[src/rtl/instr_fetch_unit.sv]
`default_nettype none
// ============================================================================
// Module   : instr_fetch_unit
// Purpose  : Instruction fetch front-end. Issues word fetches over a
//            req/gnt + in-order rvalid bus, buffers returned words together
//            with their PC in a prefetch FIFO and presents the FIFO head to
//            decode with valid/ready. Redirects flush the FIFO and mark every
//            still-pending response for discard.
// Revision : 1.0 - initial release
// ----------------------------------------------------------------------------
// Optional feature macro: COTM32_IFU_MISALIGN_TRAP_EN
//   defined   : a redirect to a non word-aligned PC halts fetching and, once
//               all stale responses have drained, queues a single fault
//               marker entry {pc, 32'h0000_0013, fault=1}.
//   undefined : redirect PC bits [1:0] are forced to zero, o_fault is 0.
// ----------------------------------------------------------------------------
// Ports
//   i_clk, i_rst_n           clock (rising edge), async active-low reset
//   o_imem_req/o_imem_addr   fetch request and word address
//   i_imem_gnt               request accepted this cycle
//   i_imem_rvalid/_rdata     in-order read response
//   o_instr_valid/o_instr/o_instr_pc/o_fault   FIFO head toward decode
//   i_instr_ready            decode accepts head
//   i_redirect/_pc           flush and restart fetch at a new PC
// ============================================================================
module instr_fetch_unit #(
    parameter logic [31:0] RESET_PC   = 32'h0000_0000,
    parameter int          FIFO_DEPTH = 4
) (
    input  logic        i_clk,
    input  logic        i_rst_n,
    output logic        o_imem_req,
    output logic [31:0] o_imem_addr,
    input  logic        i_imem_gnt,
    input  logic        i_imem_rvalid,
    input  logic [31:0] i_imem_rdata,
    output logic        o_instr_valid,
    output logic [31:0] o_instr,
    output logic [31:0] o_instr_pc,
    output logic        o_fault,
    input  logic        i_instr_ready,
    input  logic        i_redirect,
    input  logic [31:0] i_redirect_pc
);

    localparam int          AW    = $clog2(FIFO_DEPTH);
    localparam int          CW    = AW + 1;   // FIFO occupancy 0..FIFO_DEPTH
    // Outstanding requests can exceed FIFO_DEPTH right after a redirect
    // (discarded ones do not consume credit), so give the counters headroom.
    localparam int          IW    = AW + 2;
    localparam logic [31:0] C_NOP = 32'h0000_0013;

    logic [31:0]   r_fetch_pc;
    logic [31:0]   r_resp_pc;
    logic [31:0]   r_pc_mem  [FIFO_DEPTH];
    logic [31:0]   r_ins_mem [FIFO_DEPTH];
    logic [AW-1:0] r_rd_ptr;
    logic [AW-1:0] r_wr_ptr;
    logic [CW-1:0] r_count;
    logic [IW-1:0] r_inflight;
    logic [IW-1:0] r_discard;
    logic          r_active;     // first request only after reset release is synchronised

    logic [31:0]   w_redirect_pc;
    logic          w_halted;
    logic          w_trap_push;
    logic          w_grant;
    logic          w_rsp_live;
    logic          w_rsp_drop;
    logic          w_rsp_push;
    logic          w_push;
    logic          w_pop;
    logic [IW-1:0] w_credit;
    logic [31:0]   w_push_instr;

`ifdef COTM32_IFU_MISALIGN_TRAP_EN
    logic          r_halted;
    logic          r_trap_pend;
    logic          r_flt_mem [FIFO_DEPTH];

    assign w_redirect_pc = i_redirect_pc;
    assign w_halted      = r_halted;
    // The fault marker waits until every stale response has been dropped.
    assign w_trap_push   = r_trap_pend && (r_discard == '0) && !i_redirect;
    assign o_fault       = r_flt_mem[r_rd_ptr];

    always_ff @(posedge i_clk or negedge i_rst_n) begin
        if (!i_rst_n) begin
            r_halted    <= 1'b0;
            r_trap_pend <= 1'b0;
            for (int i = 0; i < FIFO_DEPTH; i++) begin
                r_flt_mem[i] <= 1'b0;
            end
        end else begin
            if (i_redirect) begin
                r_halted    <= |i_redirect_pc[1:0];
                r_trap_pend <= |i_redirect_pc[1:0];
            end else if (w_trap_push) begin
                r_trap_pend <= 1'b0;
            end
            if (w_push) begin
                r_flt_mem[r_wr_ptr] <= !w_rsp_push;
            end
        end
    end
`else
    logic w_unused_pc_lsbs;

    assign w_unused_pc_lsbs = ^i_redirect_pc[1:0];
    assign w_redirect_pc    = {i_redirect_pc[31:2], 2'b00};
    assign w_halted         = 1'b0;
    assign w_trap_push      = 1'b0;
    assign o_fault          = 1'b0;
`endif

    // Responses arriving with nothing outstanding (e.g. stale ones after a
    // reset) are ignored entirely.
    assign w_grant      = o_imem_req && i_imem_gnt;
    assign w_rsp_live   = i_imem_rvalid && (r_inflight != '0);
    assign w_rsp_drop   = w_rsp_live && (r_discard != '0);
    assign w_rsp_push   = w_rsp_live && (r_discard == '0) && !i_redirect;
    assign w_push       = w_rsp_push || w_trap_push;
    assign w_pop        = o_instr_valid && i_instr_ready && !i_redirect;
    assign w_push_instr = w_rsp_push ? i_imem_rdata : C_NOP;

    // Credit counts occupied slots plus every live (non-discarded) request,
    // so each response that will be pushed is guaranteed a FIFO slot.
    assign w_credit   = IW'(r_count) + r_inflight - r_discard;
    assign o_imem_req = r_active && !i_redirect && !w_halted &&
                        (w_credit < IW'(FIFO_DEPTH));

    assign o_imem_addr   = r_fetch_pc;
    assign o_instr_valid = (r_count != '0);
    assign o_instr       = r_ins_mem[r_rd_ptr];
    assign o_instr_pc    = r_pc_mem[r_rd_ptr];

    always_ff @(posedge i_clk or negedge i_rst_n) begin
        if (!i_rst_n) begin
            r_active   <= 1'b0;
            r_fetch_pc <= RESET_PC;
            r_resp_pc  <= RESET_PC;
            r_rd_ptr   <= '0;
            r_wr_ptr   <= '0;
            r_count    <= '0;
            r_inflight <= '0;
            r_discard  <= '0;
            for (int i = 0; i < FIFO_DEPTH; i++) begin
                r_pc_mem[i]  <= '0;
                r_ins_mem[i] <= '0;
            end
        end else begin
            r_active   <= 1'b1;
            r_inflight <= r_inflight + IW'(w_grant) - IW'(w_rsp_live);

            if (i_redirect) begin
                r_fetch_pc <= w_redirect_pc;
                r_resp_pc  <= w_redirect_pc;
                // Everything still outstanding after this cycle is stale.
                r_discard  <= r_inflight - IW'(w_rsp_live);
                r_rd_ptr   <= '0;
                r_wr_ptr   <= '0;
                r_count    <= '0;
            end else begin
                if (w_grant) begin
                    r_fetch_pc <= r_fetch_pc + 32'd4;
                end
                if (w_rsp_drop) begin
                    r_discard <= r_discard - IW'(1);
                end
                if (w_push) begin
                    r_pc_mem[r_wr_ptr]  <= r_resp_pc;
                    r_ins_mem[r_wr_ptr] <= w_push_instr;
                    r_wr_ptr            <= r_wr_ptr + AW'(1);
                end
                if (w_rsp_push) begin
                    r_resp_pc <= r_resp_pc + 32'd4;
                end
                if (w_pop) begin
                    r_rd_ptr <= r_rd_ptr + AW'(1);
                end
                if (w_push && !w_pop) begin
                    r_count <= r_count + CW'(1);
                end else if (w_pop && !w_push) begin
                    r_count <= r_count - CW'(1);
                end
            end
        end
    end

endmodule
`default_nettype wire

[config.mk]
export PLATFORM = sky130hd
export DESIGN_NAME = instr_fetch_unit
export DESIGN_NICKNAME = d
export VERILOG_FILES = /design/src/rtl/instr_fetch_unit.sv
export SDC_FILE = /design/constraint.sdc
export NUM_CORES = 1
export LEC_CHECK = 0
export ABC_AREA = 1
export CAP_MARGIN = 20
export CORE_MARGIN = 4
export CORE_UTILIZATION = 55
export DETAILED_ROUTE_END_ITERATION = 10
export HOLD_SLACK_MARGIN = 0.08
export PLACE_DENSITY_LB_ADDON = 0.12
export SYNTH_ARGS = -nofsm -noshare
export SYNTH_HDL_FRONTEND = slang
export SYNTH_SLANG_ARGS = --single-unit
[constraint.sdc]
create_clock -name i_clk -period 4 [get_ports i_clk]
set_clock_uncertainty 0.15 [all_clocks]
set_input_delay 0.6 -clock i_clk [delete_from_list [all_inputs] [get_ports i_clk]]
set_output_delay 0.6 -clock i_clk [all_outputs]
set_load 0.02 [all_outputs]
-- After elaboration in Yosys (flattened, before gate mapping)
Cells that the tools add are included.
- output and inout port bits: 99
- input bits: 70
- word-level logic and storage cells: 84
- register bits: 336
- magnitude comparators: 4
- $add $sub $neg: 12
- reduce and logical (&&, ||, !) cells: 25
- mux-type cells: 24
- bitwise operators: 3
- operator list (kind ; count):
    32-bit two-way mux ; 10
    128-bit bitwise mux ; 2
    32-bit binary-select mux with 2-bit select ; 2
    32-bit by 3-bit adder with 32-bit output, second input constant ; 2
    32-bit demux with 2-bit select ; 1
    1-bit logical AND ; 12
    3-bit two-way mux ; 3
    2-bit two-way mux ; 4
    4-bit two-way mux ; 2
    2-bit nonzero test ; 4
    4-bit nonzero test ; 2
    4-bit by 1-bit subtractor with 4-bit output ; 2
    3-bit greater-or-equal comparator, second input constant ; 2
    2-bit inverter with 3-bit output ; 2
    3-bit nonzero test ; 2
    2-bit by 1-bit adder with 2-bit output, second input constant ; 2
    3-bit by 4-bit adder with 4-bit output ; 1
    4-bit by 1-bit adder with 4-bit output ; 1
    4-bit logical NOT ; 1
    4-bit by 3-bit less-than comparator with 1-bit output, second input constant ; 1
    4-bit by 1-bit subtractor with 4-bit output, second input constant ; 1
    4-bit subtractor ; 1
    3-bit by 1-bit adder with 3-bit output, second input constant ; 1
    1-bit logical NOT ; 3
    other kinds (4) ; 4

-- Logic depth before layout (Yosys ltp)
Gate-level depths: netlist of the first run.
- depth in word-level cells: 9
- mapped depth: 19
- gate-level depth less buffers: 18

-- Worst setup path before layout of the first run
OpenSTA, ideal clock, no wires.
- path type: flip-flop to flip-flop
- start point: register r_inflight[1]
- end point: register r_inflight[2]
- buffers on the path: 1
- setup time: 123 ps
- data arrival time: 2942 ps
- data required time: 3727 ps
- setup slack: 785 ps
- cell stages (with the launch flop): 18
- period minus slack after synthesis: 3215 ps
- cell sequence: dfrtp_1 > inv_1 > fa_1 > inv_1 > ha_1 > nand3_1 > nand3b_1 > nand2_1 > nand2_1 > inv_1 > nand3_1 > buf_2 > ha_1 > inv_1 > ha_1 > inv_1 > fa_1 > xor2_1
- cells in the longest elaborated chain, start to end: 7
- elaborated cells between the ends (all ways): 9
- classes of those cells: add/sub: 4; order compare: 1; reduce/logical: 4
- ends and longest elaborated chain (item ; RTL line ; RTL):
    from (decl) ; 60 ; logic [IW-1:0] r_inflight;
    from (signal assigned) ; 153 ; r_inflight <= r_inflight + IW'(w_grant) - IW'(w_rsp_live);
    3-bit by 4-bit adder with 4-bit output ; 128 ; assign w_credit = IW'(r_count) + r_inflight - r_discard;
    4-bit subtractor ; 128 ;
    4-bit by 3-bit less-than comparator with 1-bit output ; 130 ; (w_credit < IW'(FIFO_DEPTH));
    1-bit logical AND ; 129 ; assign o_imem_req = r_active && !i_redirect && !w_halted &&
    1-bit logical AND ; 118 ; assign w_grant = o_imem_req && i_imem_gnt;
    4-bit by 1-bit adder with 4-bit output ; 153 ;
    4-bit by 1-bit subtractor with 4-bit output (*) ; 153 ;
Every way passes the cells marked *; elsewhere a longest branch is shown, timed or not.
A chain may end at the register's enable or synchronous reset.

-- Final worst setup path of the first run
- start point: register r_count[2]
- end point: output port o_imem_req
- cells in the longest elaborated chain, start to end: 4
- ends and longest elaborated chain (item ; RTL line ; RTL):
    from (decl) ; 59 ; logic [CW-1:0] r_count;
    from (signal assigned) ; 182 ; r_count <= r_count + CW'(1);
    from (signal assigned) ; 184 ; r_count <= r_count - CW'(1);
    3-bit by 4-bit adder with 4-bit output ; 128 ;
    4-bit subtractor ; 128 ;
    4-bit by 3-bit less-than comparator with 1-bit output ; 130 ;
    1-bit logical AND ; 129 ;
    to (decl) ; 32 ; output logic o_imem_req,
Every way passes these cells.

==> results of run 1 <==
[through the flow]
stage	setup WS (ns)	utilization, %
CTS	0.2495	66.99
detailed placement	0.7619	62.56
global route	0.09112	66.99
finish	0.2623	66.99
global placement	0.8274	62.56
floorplan	0.7850	-
[metal layers]
| layer | part of all wire (%) | wire [um] | vias to the layer above | GRT usage (%) |
|---|---|---|---|---|
| met5 | 0 | 0 | - | 0 |
| met4 | 2.6 | 1145 | 0 | 8.347 |
| met3 | 6.9 | 3022 | 73 | 4.070 |
| met2 | 47 | 20640 | 528 | 44.06 |
| met1 | 43 | 18880 | 6894 | 39.11 |
| li1 | - | - | 6989 | - |
[cells by family (layout without fill, tap and decap cells)]
| group | after synthesis | count (layout) | synth area share [%] |
|---|---|---|---|
| other | 2 | 6 | 0.04656 |
| AO/OA/AOI/OAI | 504 | 504 | 16.66 |
| XOR/XNOR | 28 | 28 | 1.520 |
| buffers and inverters | 253 | 382 | 6.547 |
| adder cells (fa/ha/maj) | 23 | 23 | 1.970 |
| flip-flops | 324 | 324 | 50.27 |
| AND/OR/NAND/NOR | 940 | 940 | 22.99 |
[placed cells by master, fill, tap and decap left out, drive strengths merged]
cell	netlist	layout
a21oi	20	20
a22oi	1	1
a31oi	3	3
and2	1	1
buf	53	29
bufinv	0	4
clkbuf	71	56
clkdlybuf4s50	0	159
clkinv	1	6
conb	2	6
dfrtp	324	324
fa	4	4
ha	19	19
inv	128	128
nand2	619	619
nand3	84	84
nand3b	1	1
nand4	7	7
nor2	226	226
nor3	2	2
o211ai	9	9
o21ai	387	387
o221ai	2	2
o22ai	62	62
o31ai	20	20
xnor2	4	4
xor2	24	24
[registers in the layout, indices dropped and copies added (netlist names)]
name         cells
r_count          3
r_rd_ptr         2
r_active         1
r_pc_mem       120
r_inflight       4
r_discard        4
r_ins_mem      128
r_resp_pc       30
o_imem_addr     30
r_wr_ptr         2
[area by class of cell]
class,count,area (um^2),share of cell area (%)
Inverter,129,485.5,2.518
Tap cell,384,480.5,2.492
Sequential cell,324,8113,42.08
Clock buffer,56,1119,5.801
Multi-Input combinational cell,1501,7000,36.31
Clock inverter,9,156.4,0.8112
Timing Repair Buffer,188,1927,9.994
[path summary, 6_finish.rpt]
check                              start  cells past startpoint  slack, ns              end
setup / recovery              r_count[2]                      9       0.26       o_imem_req
setup reg to reg              r_count[2]                     14       0.75    r_inflight[2]
hold reg to reg            r_ins_mem[71]                      2       0.33    r_ins_mem[71]
max in group asynchronous        i_rst_n                      2       2.70  o_imem_addr[17]
hold / removal                   i_rst_n                      1       0.04    r_ins_mem[22]
min in group i_clk         r_ins_mem[71]                      2       0.33    r_ins_mem[71]
[power groups by stage]
stage	Combinational (mW)	Sequential [mW]	Clock (mW)
floorplan	2.67	4.40	0
global placement	4.46	4.40	0
detailed placement	4.54	4.41	0
CTS	4.58	4.37	3.56
global route	5.03	4.46	3.69
finish	4.55	4.38	3.50
==> qor.yml, run 1 <==
finalSetupViolations: 0
first_iter_violations: 1293
antenna_found_initial: 0
vias: 14480
cts_max_path_buffers: 3
grt_max_degree: 133
max_stage_delay_ns: 0.59
cts-resized-gates: 0
wl_per_cell_um: 16.86
whs_ns: 0.04294
worstMarginPinSlew_ns: 0.9978
power_frac_clock_pct: 28.2
drc: 0
drv_slew: 0
cp.arrival_ns: 2.99
crit_path_start_kind: "register"
final_layout_size_suffix_gt1_share_pct: 4.576
post-route-period-util_pct: 93.44
synth.most_common_cell: "nand2_1"
place_inst: 2526
final_cell_area_mm2: 0.01928
end_kind: "primary output"
max_cap_violations: 0
synth_cell_types: 36
cp_slowest_cell: "clkdlybuf4s50_1"
fin_crit_ns: 3.738
synthTopCellsByCount: "nand2_1, dfrtp_1, nor2_1"
crit_type: "reg2out"
diodes: 0
synthCells: 2074
via_per_inst: 5.590
cts_hold_buf: 0
p_switching_mw: 4.512
instances_no_fill: 2591
synth.area.top_cells: "dfrtp_1, nand2_1, o21ai_0, o21ai_1, nor2_1"
max-slew-margin-rel_pct: 33.48
port-buffer-count: 161
synth.largest_area_cell: "dfrtp_1"
finalSetupTns_ns: 0
cp_top_family: "adder cells"
synth_seq_cells: 324
initial_core_util_pct: 56.04
coreArea_mm2: 0.02878
grt_pass1_vias: 13950
place_congestion: 0.9158
num_io_pins: 169
outcome: "completed"
ant_nets: 0
cts-root-buf: "clkbuf_16"
p_per_area_mw_per_mm2: 644.7
fill_cells: 2439
fmax_mhz: 267.5
syn_area_per_cell_um2: 7.777
p_leak_nw: 9.026
hold_violations: 0
dr.pass1.iters: 5
place_hpwl_um: 28030
async_reset_ff_share_pct: 100.0
ys_warn_count: 0
overflow: 0
grtUsageTotal_pct: 27.49
cts_tree: "yes"
rsz0062_at_grt: "no"
synth_top_area_share_pct: 50.27
worst_skew_pair.late_latency_ns: 0.53
numCtsBuffers: 36
placed_area_mm2: 0.01801
grt_pass1_wl_um: 71480
path_common_cell: "inv_1"
required_ns: 3.25
intPower_mw: 7.919
drt_wl_total_um: 43690
cp_max_fo: 3
swShare_pct: 36.30
finalPower_mw: 12.43
fin_nets: 2273
synth_area_mm2: 0.01613
cts_max_level: 2
synth_edf_count: 0
cts_sinks: 324
irDropWorstVdd_v: 0.0004474
post-cts-setup-buffers: 0
fp.dieW_um: 179.2
area_delta_synth_final_pct: 19.54
worstPathCellList: "inv_1 -> fa_1 -> inv_1 -> ha_1 -> nor2_1 -> inv_1 -> a21oi_1 -> and2_1 -> clkdlybuf4s50_1"
die-area_mm2: 0.03213
ys_seq_area_share_pct: 50.27
die_h_um: 179.2
holdCritPathClass: "in2async"
clk_pin_slew_ns: 0.06
seq_power_share_pct: 35.2
placementRows: 62
worst-path-buf-inv: 4
power_frac_comb_pct: 36.6
ys.flop_type: "dfrtp_1"
Power figures use the tool's default switching activity.
==> run 2: changes to the inputs <==
- CORE_UTILIZATION: 55 -> 28
==> qor.yml, run 2 (synthesized netlist as in run 1, its figures left out) <==
r2r.worst_path.cells: 16
wl_per_cell_um: 17.48
max-slew-margin-rel_pct: 38.61
required_ns: 3.25
drt_wl_total_um: 51970
cts-root-buf: "clkbuf_16"
cp_max_fo: 46
finalSetupTns_ns: 0
worstPathCellList: "buf_4 -> o21ai_0 -> o22ai_1 -> clkdlybuf4s50_1"
fmax_mhz: 291.1
worstMarginPinSlew_ns: 0.9199
cts_sinks: 324
grt_pass1_wl_um: 81830
coreArea_mm2: 0.05671
holdCritPathClass: "reg2reg"
max_stage_delay_ns: 0.66
final_common_cell: "nand2_1"
overflow: 0
post-route-period-util_pct: 85.87
power_frac_comb_pct: 36.4
diodes: 0
grt_max_degree: 98
hold_violations: 0
fin_util_pct: 34.92
cts_tree: "yes"
numCtsBuffers: 41
drv_slew: 0
fin_crit_ns: 3.435
end_kind: "primary output"
cts_max_level: 2
p_per_area_mw_per_mm2: 645.5
hold_depth: 2
p_leak_nw: 9.063
vias: 14160
intPower_mw: 7.988
finalPower_mw: 12.78
cp_top_family: "buffers and inverters"
grt_pass1_vias: 14160
r2r_slack_ns: 0.79
crit_type: "reg2out"
area_delta_synth_final_pct: 22.80
fp.dieW_um: 248.0
die_h_um: 248.0
post-cts-setup-buffers: 0
port-buffer-count: 161
power_frac_clock_pct: 29.2
antenna_found_initial: 0
die-area_mm2: 0.06151
via_per_inst: 4.762
reg_top3: "r_ins_mem (128), r_pc_mem (120)"
swShare_pct: 37.52
rsz0062_at_grt: "no"
worst-path-buf-inv: 2
drc: 0
grtUsageTotal_pct: 16.83
clk_pin_slew_ns: 0.06
place_hpwl_um: 32470
most-common-layout-cells: "nand2_1, dfrtp_1, nor2_1"
cts_max_path_buffers: 3
first_iter_violations: 1053
crit_path_start_kind: "register"
largest_reg_flops: 128
placementRows: 87
top_register: "r_ins_mem"
place_congestion: 0.8231
outcome: "completed"
irDropWorstVdd_v: 0.0003830
whs_ns: 0.3291
num_io_pins: 169
final_cell_area_mm2: 0.01981
ant_nets: 0
p_switching_mw: 4.796
crit_cells: 4
finalSetupViolations: 0
final_layout_size_suffix_gt1_share_pct: 4.736
placed_area_mm2: 0.01845
cp.arrival_ns: 2.68
worst_skew_pair.late_latency_ns: 0.56
max_cap_violations: 0
cp_slowest_cell: "clkdlybuf4s50_1"
seq_power_share_pct: 34.3
initial_core_util_pct: 28.44
fin_nets: 2279
dr.pass1.iters: 5
==> run 2: power groups by stage <==
stage               logic, mW  clock network, mW  registers (mW)
floorplan                2.67                  0            4.40
global placement         4.70                  0            4.43
detailed placement       4.72                  0            4.44
CTS                      4.75               3.86            4.39
global route             5.22               3.98            4.48
finish                   4.66               3.74            4.39
==> run 2: layout make-up <==
type	count	area, um^2
Clock buffer	65	1237
Clock inverter	9	110.1
Fill cell	5967	36910
Inverter	129	485.5
Multi-Input combinational cell	1501	7000
Sequential cell	324	8113
Tap cell	756	945.9
Timing Repair Buffer	189	1914
==> run 2: per-layer routing <==
| layer | GRT usage (%) | routed length [um] |
|---|---|---|
| met5 | 0 | 0 |
| met4 | 4.845 | 1177 |
| met3 | 2.530 | 2233 |
| met2 | 27.47 | 24020 |
| met1 | 23.32 | 24540 |
==> run 2: per-stage QoR <==
stage	setup slack (ns)	instances
finish	0.5652	2973
global route	0.4060	2973
CTS	0.1747	2973
detailed placement	0.7813	2898
global placement	0.7420	2898
floorplan	0.7850	2078
==> run 2: final timing paths <==
path	startpoint	end
max in group asynchronous	i_rst_n	r_pc_mem[26]
hold reg to reg	r_ins_mem[78]	r_ins_mem[78]
setup / recovery	r_rd_ptr[0]	o_instr[15]
min in group asynchronous	i_rst_n	r_ins_mem[17]
setup reg to reg	r_inflight[1]	r_inflight[2]
hold / removal	r_ins_mem[78]	r_ins_mem[78]
==> run 2: what timing repair did <==
| item | 4_1_cts | 5_1_grt |
|---|---|---|
| resized for setup | 0 | 1 |
| endpoints found under the setup margin | 0 | 1 |
| hold buffers | 1 | 0 |
| hold endpoints to repair | 93 | 0 |
==> run 2: worst reg2reg max path, stage by stage (launching register included) <==
cell and delay (ns):
dfrtp_1 0.39, inv_1 0.14, fa_1 0.53, inv_1 0.05, ha_1 0.28, nand3_1 0.10, nand3b_1 0.08, nand2_1 0.08
nand2_1 0.06, inv_1 0.06, nand3_1 0.10, ha_1 0.28, inv_1 0.06, ha_1 0.15, inv_1 0.05, fa_1 0.38
xor2_1 0.17
==> patch 1: new RTL, settings of run 2 <==
Change the parameter `FIFO_DEPTH` from 4 to 8.
--- a/src/rtl/instr_fetch_unit.sv
+++ b/src/rtl/instr_fetch_unit.sv
@@ -26,5 +26,5 @@
 module instr_fetch_unit #(
     parameter logic [31:0] RESET_PC   = 32'h0000_0000,
-    parameter int          FIFO_DEPTH = 4
+    parameter int          FIFO_DEPTH = 8
 ) (
     input  logic        i_clk,
Behaviour: same outputs for any inputs over 4 cycles, from zero or initial values and one cycle with i_rst_n low; that may be too few to reach the edited logic, so the function may still have changed.
==> patch 1 against run 2 <==
- highest routed layer unchanged
- via count grew 65%
- cell area grew 67%
- worst setup slack lost 0.43 ns
- cell count grew 64%
- core utilization shrank 0.80 points
- non-clock buffer count grew 38
- hold slack lost 0.0025 ns
- area after synthesis grew 71%
- critical path type unchanged
- power grew 58%
- sequential cell count grew 253
- fmax shrank 11%
- clock power grew 76%
- wire length grew 72%
==> patch 1: results (changes against run 2) <==
H-tree depth=3 (+1); status=finished clean; # DRC=0 (unchanged); Hold Path Sink=r_pc_mem[205]; worst reg-to-reg setup slack=0.42 ns (-0.37 ns); DRT Pass-1 Iters=6 (+1); CTS Buf Count=71 (+73%); Post-DP HPWL=51900 um (+60%); vias in the first global route=23247 (+64%); Synth top cells by count=nand2_1, o21ai_0, dfrtp_1; initial antenna violation count=1 (+1); vias per cell=4.79 (+0.64%); Clk Latency, worst-skew pair=0.62 ns (+0.06 ns); dpl cell area=30600 um2 (+66%); layout cells sized above 1=5.79% (+1.1 points); gr usage total=17.3% (+0.43 points); worst r2r src=r_inflight[2]; Slew @ Worst Pin=0.770 ns (-0.149 ns); crit path max fanout=56 (+22%); initial drt markers=1817 (+73%); start point of the worst hold path=r_pc_mem[205]; drt wl/cell=18.3 um (+4.5%); Placer Congestion=0.806 (-2.1%); Ys Warns=0 (unchanged); Net count, final=3645 (+60%); Switching Share=36.4% (-1.1 points); global-route wire length before repair=141000 um (+72%); distinct cell type count after synthesis=38 (+5.6%); Largest regs=r_ins_mem x256, r_pc_mem x240; Critical R2R Capture=r_inflight[4]; top cells by area, synth=dfrtp_1, nand2_1, o21ai_0; maximum number of pins on one net before global-route repair=125 (+28%); Leak=14.9 nW (+64%); Seq/Total Area, Yosys=52.5% (+2.2 points); R2R depth=18 (+2); VDD IR max=0.000293 V (-23%)
[patch 1: cell count changes in the layout (fill, tap and decap cells not counted), moves of 19 or more]
cell	before	now
dfrtp_1	322	575
clkbuf_16	42	71
a31oi_1	3	66
buf_12	7	29
o31ai_1	20	1
nand2_1	615	871
o21ai_0	216	593
nor2_1	223	552
[patch 1: critical path, cell delays in order (launching register included)]
cell and delay (ns):
dfrtp_4 0.60, inv_16 0.24, buf_12 0.22, o21ai_0 0.09, o22ai_1 0.14, nor2_1 0.06, a31oi_1 0.39, clkdlybuf4s50_1 0.70
[patch 1: worst max path at each step]
stage	start	endpoint	cells after the start	slack, ns
after floorplan	r_inflight[2]	r_inflight[4]	19	0.37
after global placement	r_inflight[2]	r_inflight[4]	18	0.38
after detailed placement	r_inflight[2]	r_inflight[4]	18	0.38
after CTS	r_rd_ptr[0]	o_instr_pc[25]	6	0.006
after global routing	r_inflight[2]	o_imem_req	11	0.01
final	r_rd_ptr[0]	o_instr[17]	7	0.14
[patch 1: stage by stage]
stage                     hold WS [ns]  instances  power, mW  util, %  setup slack [ns]
final                            0.327       4883       20.2     34.1             0.137
after global routing             0.346       4883       21.7     34.1            0.0104
after CTS                        0.331       4881       20.6     34.1           0.00563
after detailed placement         0.313       4749       13.8     31.5             0.377
after global placement           0.310       4749       13.8     31.5             0.376
after floorplan                  0.154       3481       10.9        -             0.372
[patch 1: cell families (layout without fill, tap and decap cells)]
kind of cell             after synthesis  count (layout)  synth area share (%)
AO/OA/AOI/OAI                        948             948                  18.0
XOR/XNOR                              27              27                 0.859
adder cells (fa/ha/maj)               25              25                  1.27
buffers and inverters                356             482                  5.40
flip-flops                           577             577                  52.5
other                                  2               6                0.0273
AND/OR/NAND/NOR                     1542            1542                  22.0
[patch 1: layer usage]
layer | track usage [%] | vias to the layer above | routed length (um)
met1 | 24.7 | 11259 | 44000
met4 | 3.66 | 0 | 1640
met5 | 0 | - | 0
li1 | - | 11624 | -
met2 | 27.3 | 420 | 39500
met3 | 3.25 | 100 | 4080
[patch 1: repair_timing]
action                                  in CTS  in global routing
hold buffers                                 1                  0
endpoints found under the setup margin      11                 13
pin swaps                                    0                  0
endpoints found under the hold margin       65                  0
setup buffers                                0                  2
resized for setup                            7                  7
gates cloned                                 1                  0
[patch 1: final cells by class]
class,count,area [um2]
clock buffer,107,2080
clock inverter,23,318
fill,10281,64000
inverter,125,493
multi-input combinational,2548,11700
sequential,577,14400
tap,1276,1600
timing repair buffer,227,2540
[patch 1: power by group through the flow]
stage | combinational [mW] | clock [mW] | sequential [mW]
final | 6.72 | 6.60 | 6.93
after floorplan | 3.95 | 0 | 6.97
after global routing | 7.58 | 7.07 | 7.02
after CTS | 6.86 | 6.81 | 6.94
after detailed placement | 6.79 | 0 | 7.02
after global placement | 6.81 | 0 | 7.03
==> patch 2: new RTL, settings of run 2 <==
Without the edit above. Add a define of `COTM32_IFU_MISALIGN_TRAP_EN`.
--- a/src/rtl/instr_fetch_unit.sv
+++ b/src/rtl/instr_fetch_unit.sv
@@ -24,4 +24,6 @@
 //   i_redirect/_pc           flush and restart fetch at a new PC
 // ============================================================================
+`define COTM32_IFU_MISALIGN_TRAP_EN
+
 module instr_fetch_unit #(
     parameter logic [31:0] RESET_PC   = 32'h0000_0000,
Formal check against the unedited RTL: not equivalent (a bounded check fails within 4 cycles, from zero or initial values and one cycle with i_rst_n low).
==> patch 2 against run 2 <==
- wire length rose by 9.5%
- sequential cell count rose by 18
- power rose by 3.8%
- global-route usage fell by 0.13 points
- worst setup slack got worse by 0.28 ns
- first-iteration DRC count rose by 5.1%
- cell area rose by 7.1%
- sequential power rose by 2%
- core utilization fell by 0.66 points
- area after synthesis rose by 9.0%
==> patch 2: results (changes against run 2) <==
status=finished clean; initial antenna violation count=1 (+1); vias in the first global route=14950 (+5.6%); PortBufs=168 (+4.3%); multiplexer share of the synthesized area=0% (unchanged); R2R depth=16 (unchanged); distinct cell type count after synthesis=41 (+14%); maximum number of pins on one net before global-route repair=132 (+35%); Hold WS=0.281 ns (-0.0477 ns); vias per cell=4.74 (-0.37%); adder-cell area share of the yosys netlist=1.81% (-0.16 points); end of the critical path=o_imem_req; Clock Tree Buf Depth=3 (unchanged); DRT Pass-1 Iters=6 (+1); ant diodes=0 (unchanged); Net count, final=2381 (+4.5%); top cells by area, synth=dfrtp_1, nand2_1, nor2_1; layout cells sized above 1=9.52% (+4.8 points); Placer Congestion=0.880 (+6.9%); postcts setup bufs=0 (unchanged); Fmax=269 MHz (-7.6%); Synth Area in XOR/XNOR=1.10% (-0.42 points); P_sw=4.99 mW (+4.1%); initial drt markers=1107 (+5.1%); Resize count post-CTS=0 (unchanged); critical path startpoint=r_count[2]; start point of the worst hold path=i_redirect; Seq/Total Area, Yosys=48.7% (-1.6 points); CTS Buf Count=44 (+7.3%); placed cell count=3078 (+6.2%); Hold Buf Count CTS=1 (unchanged); gr usage total=16.7% (-0.13 points); final WL=56900 um (+9.5%); Leak=9.46 nW (+4.3%); global-route wire length before repair=89300 um (+9.1%); Post-Syn Nets=~2300; Layout Cells excl Fill=3158 (+6.2%); Post-DP HPWL=37000 um (+14%); worst reg-to-reg setup slack=0.77 ns (-0.02 ns); Clk Latency, worst-skew pair=0.57 ns; H-tree depth=2 (unchanged); post-place setup slack=0.763 ns (-0.0179 ns); VDD IR max=0.000313 V (-18%); Synth top cells by count=nand2_1, dfrtp_1, nor2_1; min-delay worst type=primary input to flop; Synth Area in Compound Gates=17.5% (+0.87 points); register clock-pin slew on the reported worst setup and hold paths=0.06 ns (about the same); Hold Path Sink=r_halted; Syn Inst Count=2170 (+4.6%); Largest regs=r_ins_mem x128, r_pc_mem x128; root buf cell=clkbuf_16; hold-critical path depth=4 (+2); Slew HR=33.2% (-5.4 points); crit path max fanout=3 (-93%); asr flop ratio synth=100% (unchanged); Critical R2R Capture=r_inflight[2]; arrival time at the worst endpoint=2.97 ns (+0.29 ns); Ys Warns=0 (unchanged)
[patch 2: worst max-delay path, cell delays in order, from the launching register on]
cell	delay [ns]
dfrtp_1	0.38
inv_1	0.09
fa_1	0.53
inv_1	0.04
ha_1	0.30
nor2_1	0.15
inv_1	0.06
nand2_1	0.06
nand2_1	0.07
nor2_4	0.10
clkdlybuf4s50_1	0.61
[patch 2: metal layers]
metal  track usage, %  up-vias  part of all wire, %
met5                0        -                0.023
met4             3.55        2                  1.8
met3             2.95       69                  4.8
met2             28.0      324                   47
met1             22.7     7210                   46
li1                 -     7378                    -
[patch 2: final cells by class]
cell class,instances,area [um2]
Clock inverter,20,221
Tap cell,837,1050
Multi-Input combinational cell,1598,7710
Fill cell,6572,40700
Clock buffer,59,1240
Sequential cell,342,8560
Timing Repair Buffer,199,2040
Inverter,103,397
[patch 2: power groups by stage]
stage          sequential [mW]  combinational (mW)  clock (mW)
2_1_floorplan             4.47                2.90           0
3_3_place_gp              4.53                4.83           0
3_5_place_dp              4.54                4.85           0
4_1_cts                   4.48                4.86        4.17
5_1_grt                   4.56                5.28        4.32
6_report                  4.49                4.76        4.03
[patch 2: cells by family after synthesis]
kind of cell | Yosys count
fa+ha+maj | 23
xor+xnor | 22
flops | 342
simple gates | 1027
compound gates | 525
other cells | 1
buf+inv | 230
[patch 2: stage by stage]
step	utilization [%]	area [um2]
final	34.3	21200
after CTS	34.3	21200
after floorplan	-	17600
after global routing	34.3	21200
after detailed placement	31.9	19800
after global placement	31.9	19800
